<file path="config.mk">
export PLATFORM = sky130hd
export DESIGN_NAME = frame_write_sequencer
export DESIGN_NICKNAME = d
export VERILOG_FILES = /design/src/rtl/frame_write_sequencer.sv
export SDC_FILE = /design/constraint.sdc
export NUM_CORES = 1
export LEC_CHECK = 0
export BUFFER_PORTS_ARGS = -buffer_cell sky130_fd_sc_hd__buf_2
export CORE_AREA = 2 2 96 89
export CTS_CLUSTER_DIAMETER = 40
export CTS_CLUSTER_SIZE = 10
export DETAILED_ROUTE_END_ITERATION = 8
export DIE_AREA = 0 0 98 91
export PLACE_DENSITY = 0.85
export SYNTH_ARGS = -nofsm -noshare
export SYNTH_HDL_FRONTEND = slang
export SYNTH_SLANG_ARGS = --single-unit
</file>
<file path="constraint.sdc">
create_clock -name clk -period 2.75 [get_ports clk]
set_input_delay 0.55 -clock clk [delete_from_list [all_inputs] [get_ports clk]]
set_output_delay 0.55 -clock clk [all_outputs]
set_load 0.02 [all_outputs]
</file>
<file path="src/rtl/frame_write_sequencer.sv">
// Write-side sequencer for the ping-pong frame buffer: pixel stream in, raster writes and
// bank-swap pulse out. Optional macro FRAME_DROP_EN absorbs frames that arrive while waiting to swap.
module frame_write_sequencer #(
  parameter int unsigned COOR_WIDTH = 12,
  parameter int unsigned HSIZE      = 720,
  parameter int unsigned VSIZE      = 540
) (
  input  logic                  clk,
  input  logic                  rst_n,
  input  logic                  pix_valid,
  input  logic [11:0]           pix_data,
  input  logic                  pix_sof,
  output logic                  pix_ready,
  input  logic                  read_frame_end,
  output logic [COOR_WIDTH-1:0] write_x,
  output logic [COOR_WIDTH-1:0] write_y,
  output logic [11:0]           write_pixel,
  output logic                  write_en,
  output logic                  write_finished,
  output logic [15:0]           frame_cnt,
  output logic [7:0]            err_cnt,
  output logic [7:0]            drop_cnt
);

  typedef enum logic [1:0] {StIdle, StWrite, StSwapWait} state_e;

  localparam logic [COOR_WIDTH-1:0] XLast = COOR_WIDTH'(HSIZE - 1);
  localparam logic [COOR_WIDTH-1:0] YLast = COOR_WIDTH'(VSIZE - 1);
  localparam bit SinglePixel = (HSIZE * VSIZE == 1);
  // Position following (0,0); a one-pixel-wide line wraps straight to the next row.
  localparam logic [COOR_WIDTH-1:0] XAfterOrigin = COOR_WIDTH'((HSIZE == 1) ? 0 : 1);
  localparam logic [COOR_WIDTH-1:0] YAfterOrigin = COOR_WIDTH'((HSIZE == 1) ? 1 : 0);

  state_e                state_q;
  logic                  started_q;
  logic                  rfe_pending_q;
  logic [COOR_WIDTH-1:0] x_q;
  logic [COOR_WIDTH-1:0] y_q;
  logic [COOR_WIDTH-1:0] x_adv;
  logic [COOR_WIDTH-1:0] y_adv;
  logic                  accept;
  logic                  at_origin;
  logic                  at_last;

`ifdef FRAME_DROP_EN
  assign pix_ready = started_q;
`else
  assign pix_ready = started_q && (state_q != StSwapWait);
`endif

  assign accept = pix_valid && pix_ready;

  always_comb begin
    at_origin = (x_q == '0) && (y_q == '0);
    at_last   = (x_q == XLast) && (y_q == YLast);
    if (x_q == XLast) begin
      x_adv = '0;
      y_adv = y_q + COOR_WIDTH'(1);
    end else begin
      x_adv = x_q + COOR_WIDTH'(1);
      y_adv = y_q;
    end
  end

  always_ff @(posedge clk or negedge rst_n) begin
    if (!rst_n) begin
      state_q        <= StIdle;
      started_q      <= 1'b0;
      rfe_pending_q  <= 1'b0;
      x_q            <= '0;
      y_q            <= '0;
      write_x        <= '0;
      write_y        <= '0;
      write_pixel    <= '0;
      write_en       <= 1'b0;
      write_finished <= 1'b0;
      frame_cnt      <= '0;
      err_cnt        <= '0;
    end else begin
      started_q      <= 1'b1;
      write_en       <= 1'b0;
      write_finished <= 1'b0;
      unique case (state_q)
        StIdle: begin
          if (accept && pix_sof) begin
            write_x     <= '0;
            write_y     <= '0;
            write_pixel <= pix_data;
            write_en    <= 1'b1;
            x_q         <= XAfterOrigin;
            y_q         <= YAfterOrigin;
            if (SinglePixel) begin
              state_q       <= StSwapWait;
              rfe_pending_q <= read_frame_end;
            end else begin
              state_q <= StWrite;
            end
          end
        end
        StWrite: begin
          if (accept) begin
            write_pixel <= pix_data;
            write_en    <= 1'b1;
            if (pix_sof && !at_origin) begin
              // Short frame: restart the raster, the frame is not committed.
              write_x <= '0;
              write_y <= '0;
              x_q     <= XAfterOrigin;
              y_q     <= YAfterOrigin;
              if (err_cnt != 8'hFF) err_cnt <= err_cnt + 8'd1;
            end else begin
              write_x <= x_q;
              write_y <= y_q;
              if (at_last) begin
                state_q       <= StSwapWait;
                rfe_pending_q <= read_frame_end;
                x_q           <= '0;
                y_q           <= '0;
              end else begin
                x_q <= x_adv;
                y_q <= y_adv;
              end
            end
          end
        end
        StSwapWait: begin
          if (read_frame_end || rfe_pending_q) begin
            write_finished <= 1'b1;
            frame_cnt      <= frame_cnt + 16'd1;
            rfe_pending_q  <= 1'b0;
            state_q        <= StIdle;
          end
        end
        default: state_q <= StIdle;
      endcase
    end
  end

`ifdef FRAME_DROP_EN
  logic [7:0] drop_q;

  always_ff @(posedge clk or negedge rst_n) begin
    if (!rst_n) begin
      drop_q <= '0;
    end else if ((state_q == StSwapWait) && accept && pix_sof && (drop_q != 8'hFF)) begin
      drop_q <= drop_q + 8'd1;
    end
  end

  assign drop_cnt = drop_q;
`else
  assign drop_cnt = 8'd0;
`endif

endmodule

</file>
---- Word level (Yosys, flattened, before mapping) ----
Cells that the tools add are included.
word-level totals
  bits in registers ....................... 90
  latch bits .............................. 0
  memory bits (writable) .................. 0
  ROM bits ................................ 0
  bits of input ports ..................... 17
  logic and storage cells ................. 84
  memories kept ........................... 0
operators by class
  $add $sub $neg .......................... 4
  $mul .................................... 0
  divide/modulo/power cells ............... 0
  magnitude comparators ................... 0
  eq/ne operators ......................... 12
  shift operators ......................... 0
  mux-type cells .......................... 37
  bitwise operators ....................... 0
  reduce and logical (&&, ||, !) cells .... 19
operators with widths
  operator                                                                 number
  12-bit 2-to-1 mux                                                        16
  12-bit case mux with 2 select lines                                      5
  12-bit by 1-bit adder with 12-bit output, second input constant          2
  12-bit by 10-bit equality test with 1-bit output, second input constant  2
  12-bit zero test                                                         2
  16-bit by 1-bit adder with 16-bit output, second input constant          1
  2-bit != test, second input constant                                     6
  2-bit 2-to-1 mux                                                         5
  5-bit AND reduction                                                      2
  8-bit by 1-bit adder with 8-bit output, second input constant            1
  1-bit 2-to-1 mux                                                         8
  8-bit != test, second input constant                                     1
  4-bit AND reduction                                                      2
  1-bit logical AND                                                        6
  2-bit case mux with 3 select lines                                       1
  4-bit != test, second input constant                                     1
  1-bit case mux with 2 select lines                                       2
  2-bit nonzero test                                                       2
  3-bit AND reduction                                                      1
  2-bit by 1-bit equality test with 1-bit output, second input constant    1
  2-bit equality test, second input constant                               1
  2-bit zero test                                                          1
  2-bit AND reduction                                                      1
  1-bit zero test                                                          1
  1-bit logical OR                                                         1

---- Longest topological paths before layout ----
  word-level depth ........................ 7
  gate-level depth with buffers ........... 9

---- Least setup slack after synthesis ----
No wires, ideal clock.
  path type ............................... register to register
  from .................................... reg x_q[4]
  to ...................................... reg rfe_pending_q
  library setup time ...................... 0.094 ns
  data arrival time ....................... 2.194 ns
  slack ................................... 0.462 ns
  cell stages (with the launch flop) ...... 8
  buffers on the path ..................... 2
  clock period less this slack ............ 2.288 ns
  path through ............................ dfrtp_1 buf_6 or4_4 or4_1 buf_2 nor3_4 nand3_2 a221oi_2
between the ends
  cells in the longest elaborated chain, start to end .. 6
  elaborated cells between the ends (all ways) .. 9
  classes of those cells .................. 3 x eq/ne; 6 x reduce/logical
ends and longest elaborated chain
  what                                    RTL line  RTL
  start, declared                         37        logic [COOR_WIDTH-1:0] x_q;
  start signal, assigned                  90        x_q <= XAfterOrigin;
  start signal, assigned                  108       x_q <= XAfterOrigin;
  start signal, assigned                  120       x_q <= x_adv;
  12-bit zero test                        54        at_origin = (x_q == '0) && (y_q == '0);
  1-bit logical AND                       54
  1-bit zero test                         104       if (pix_sof && !at_origin) begin
  1-bit logical AND                       104
  2-bit != test (no source line)          -
  5-bit AND reduction (no source line) *  -
  end signal, assigned                    94        rfe_pending_q <= read_frame_end;
  end signal, assigned                    116       rfe_pending_q <= read_frame_end;
  end, declared                           36        logic rfe_pending_q;
Mark *: on every way between the ends. The rest lies on a longest branch, timed or not.
A chain may end at the register's enable or synchronous reset.

---- Worst setup path in the final report ----
  from .................................... reg x_q[0]
  to ...................................... reg y_q[7]
between the ends
  cells in the longest elaborated chain, start to end .. 7
  elaborated cells between the ends (all ways) .. 12
  classes of those cells .................. 2 x eq/ne; 4 x mux; 6 x reduce/logical
ends and longest elaborated chain
  what                                 RTL line  RTL
  12-bit zero test                     54
  1-bit logical AND                    54
  1-bit zero test                      104
  1-bit logical AND                    104
  12-bit 2-to-1 mux                    104
  12-bit 2-to-1 mux                    101       if (accept) begin
  12-bit case mux with 2 select lines  83        unique case (state_q)
  end signal, assigned                 91        y_q <= YAfterOrigin;
  end signal, assigned                 109       y_q <= YAfterOrigin;
  end signal, assigned                 121       y_q <= y_adv;
  end, declared                        38        logic [COOR_WIDTH-1:0] y_q;
Parallel ways exist; a longest one is shown, timed or not. The select of a mux whose other input is x is not followed.

==> impl_metrics.json <==
{
  "status": "finished clean",
  "num_vias": 3298,
  "crit_start": "x_q[0]",
  "cts_max_path_buffers": 2,
  "ys.flop_type": "dfrtp_1",
  "power_density_nw_per_um2": 603,
  "seqCellArea_um2": 2250,
  "yosys.cell_types.count": 56,
  "io_pins": 88,
  "grt_usage_pct": 21.2,
  "start_util_pct": 53.0,
  "syn_area_per_cell_um2": 10.4,
  "die-width_um": 98,
  "grt_max_degree": 56,
  "cts_tree": "done",
  "fin_total_pwr_mw": 2.95,
  "rows": 31,
  "via_per_inst": 5.68,
  "final_nets": 501,
  "cpPeakStageDelay_ns": 0.58,
  "ys_seq_elements": 90,
  "post_cts_resized": 0,
  "fin_worst_skew_ns": 0.00563,
  "synth_area_leaders": "dfrtp_1, a22o_1, nand2_1, xnor2_1, nand3_1",
  "dp.final_hpwl_um": 6350,
  "crit_required_ns": 3.01,
  "synthArstFlopShare_pct": 100,
  "fin_crit_ns": 2.57,
  "dr.pass1.iters": 5,
  "post-route-period-util_pct": 93.4,
  "drt-total-wl_um": 8950,
  "num-fill-cells": 686,
  "syn_inst": 401,
  "finalHoldViolations": 0,
  "numCtsBuffers": 9,
  "clock_latency_ns": 0.36,
  "post_cts_buffers": 0,
  "cts_root_buffer": "clkbuf_8",
  "cap_violations": 0,
  "core_area_um2": 7870,
  "n_antenna_cell": 0,
  "cts_num_sinks": 90,
  "dieHeight_um": 91,
  "drtIter0Drc": 256,
  "drv_slew": 0,
  "grt_pass1_wl_um": 15000,
  "multiInputGateArea_um2": 1740,
  "slowest_stage": "nor4b_1",
  "grt_pass1_vias": 3099,
  "drc_errors": 0,
  "path_class": "reg -> reg",
  "slew_headroom_pct": 52.6,
  "critPathCaptureType": "flip-flop",
  "yosysMostFrequentCell": "dfrtp_1",
  "drtAntennaViolNets": 0,
  "crit_chain": "inv_1 > ha_1 > nor4b_1 > nand4b_1 > o22ai_2 > buf_4 > nand2_1 > o31ai_1",
  "synth.yosys.seq_area_share_pct": 53.9,
  "die_area_um2": 8920,
  "netlist.area_leader.share_pct": 53.9,
  "path_max_fanout": 11,
  "path_clk_slew_ns": 0.08,
  "timing.rr.start": "x_q[0]",
  "grt-ovfl-total": 0,
  "leakagePower_nw": 2.44,
  "area_growth_pct": 17.2,
  "rsz0062_at_grt": "false",
  "gp_congestion": 0.949,
  "drive_above_1_share_pct": 24.5,
  "hold_path.class": "in -> async",
  "hold_buffers": 0,
  "antenna_found_initial": 0,
  "start_kind": "flip-flop",
  "yosysTopAreaCell": "dfrtp_1",
  "syn-cell-area_um2": 4180,
  "synth_common_cells": "dfrtp_1, nand2_1, a22o_1, nand3_1",
  "port_buffers": 79,
  "worst_slew_pin_slew_ns": 0.701,
  "max-vdd-ir-drop_mv": 0.456,
  "wl_per_cell_um": 15.4,
  "synth_warnings": 0,
  "synth_edf_count": 0,
  "tns_ns": 0,
  "worstPathArrival_ns": 2.82,
  "htree_num_levels": 3,
  "setup_viol": 0,
  "max_freq_mhz": 389
}
## through the flow
step                      hold slack, ns  area (um^2)  cells  worst slack [ns]  utilization (%)
final                              0.142         4900    581             0.182             62.2
after global routing               0.163         4900    581            0.0520             62.2
after CTS                          0.148         4900    581             0.233             62.2
after detailed placement           0.457         4680    566             0.264             59.4
after global placement             0.457         4680    566             0.343             59.4
after floorplan                    0.254         4200    408             0.462                -
## cell usage in the layout (no fill, tap or decap), types with 3 or more instances in the layout
cell,Yosys,layout
dfrtp_1,90,90
nor2_1,21,21
nor3_1,7,7
clkinvlp_4,0,3
and3_1,7,7
nand3_1,24,24
buf_2,5,78
o22ai_1,4,4
ha_1,6,6
clkbuf_8,0,9
xnor2_1,21,21
inv_1,13,13
conb_1,2,9
and4_1,4,4
nand4_1,19,19
nand2_1,57,57
a32oi_1,5,5
a22o_1,26,26
o21ai_0,5,5
nor4_1,5,5
buf_12,0,3
xor2_1,10,10
buf_4,8,8
o31ai_1,3,3
and2_1,4,4
## metal layers
metal | share of wire [%] | vias to the layer above | GRT usage (%)
li1 | - | 1565 | -
met1 | 44 | 1589 | 28.3
met2 | 47 | 128 | 33.7
met3 | 6.9 | 16 | 5.39
met4 | 1.9 | 0 | 7.64
met5 | 0 | - | 0
## sequential cells by signal, summed over array words and instances, names as in the netlist
| register | count |
|---|---|
| err_cnt | 8 |
| rfe_pending_q | 1 |
| y_q | 12 |
| write_y | 12 |
| started_q | 1 |
| write_pixel | 12 |
| write_en | 1 |
| state_q | 2 |
| write_x | 12 |
| x_q | 12 |
| write_finished | 1 |
| frame_cnt | 16 |
## cell type report
cell class,count,area share (%)
inverters,14,1.07
repair buffers,89,10.4
clock inverters,6,1.87
well taps,99,2.53
clock buffers,9,2.53
flip-flops and latches,90,46.0
multi-input cells,274,35.6
## power breakdown
part	total [mW]	internal [mW]	switching, mW	leakage, nW
Combinational	0.451	0.170	0.281	1.14
Sequential	1.53	1.42	0.106	1.20
Clock	0.977	0.509	0.468	0.0979
## path summary, 6_finish.rpt
path / endpoint / slack [ns] / cells after the start
max: y_q[7] / 0.18 / 8
min: write_y[11] / 0.14 / 1
max in group asynchronous: write_pixel[0] / 1.97 / 2
max reg2reg: y_q[7] / 0.18 / 8
min in group clk: write_pixel[10] / 0.38 / 3
min reg2reg: frame_cnt[15] / 0.47 / 1
## critical path: cells and delay by family, from the launching register on
family,cells,cell delay (ns)
AO/OA/AOI/OAI,2,0.64
flip-flops,1,0.44
buffers and inverters,2,0.37
AND/OR/NAND/NOR,3,0.86
adder cells (fa/ha/maj),1,0.15
## cell families (layout without fill, tap and decap cells)
kind of cell               Yosys count  after routing  share of synthesized area, %
and+or+nand+nor                    164            164                          20.0
DFF                                 90             90                          53.9
AOI/OAI and AO/OA                   60             60                          11.6
buffers and inverters               44            118                          5.00
xor gates and xnor gates            31             31                          6.50
adders and majority gates            6              6                          1.80
muxes                                4              4                          1.02
other                                2              9                         0.180
No activity file was read; power rests on OpenSTA's default activity.
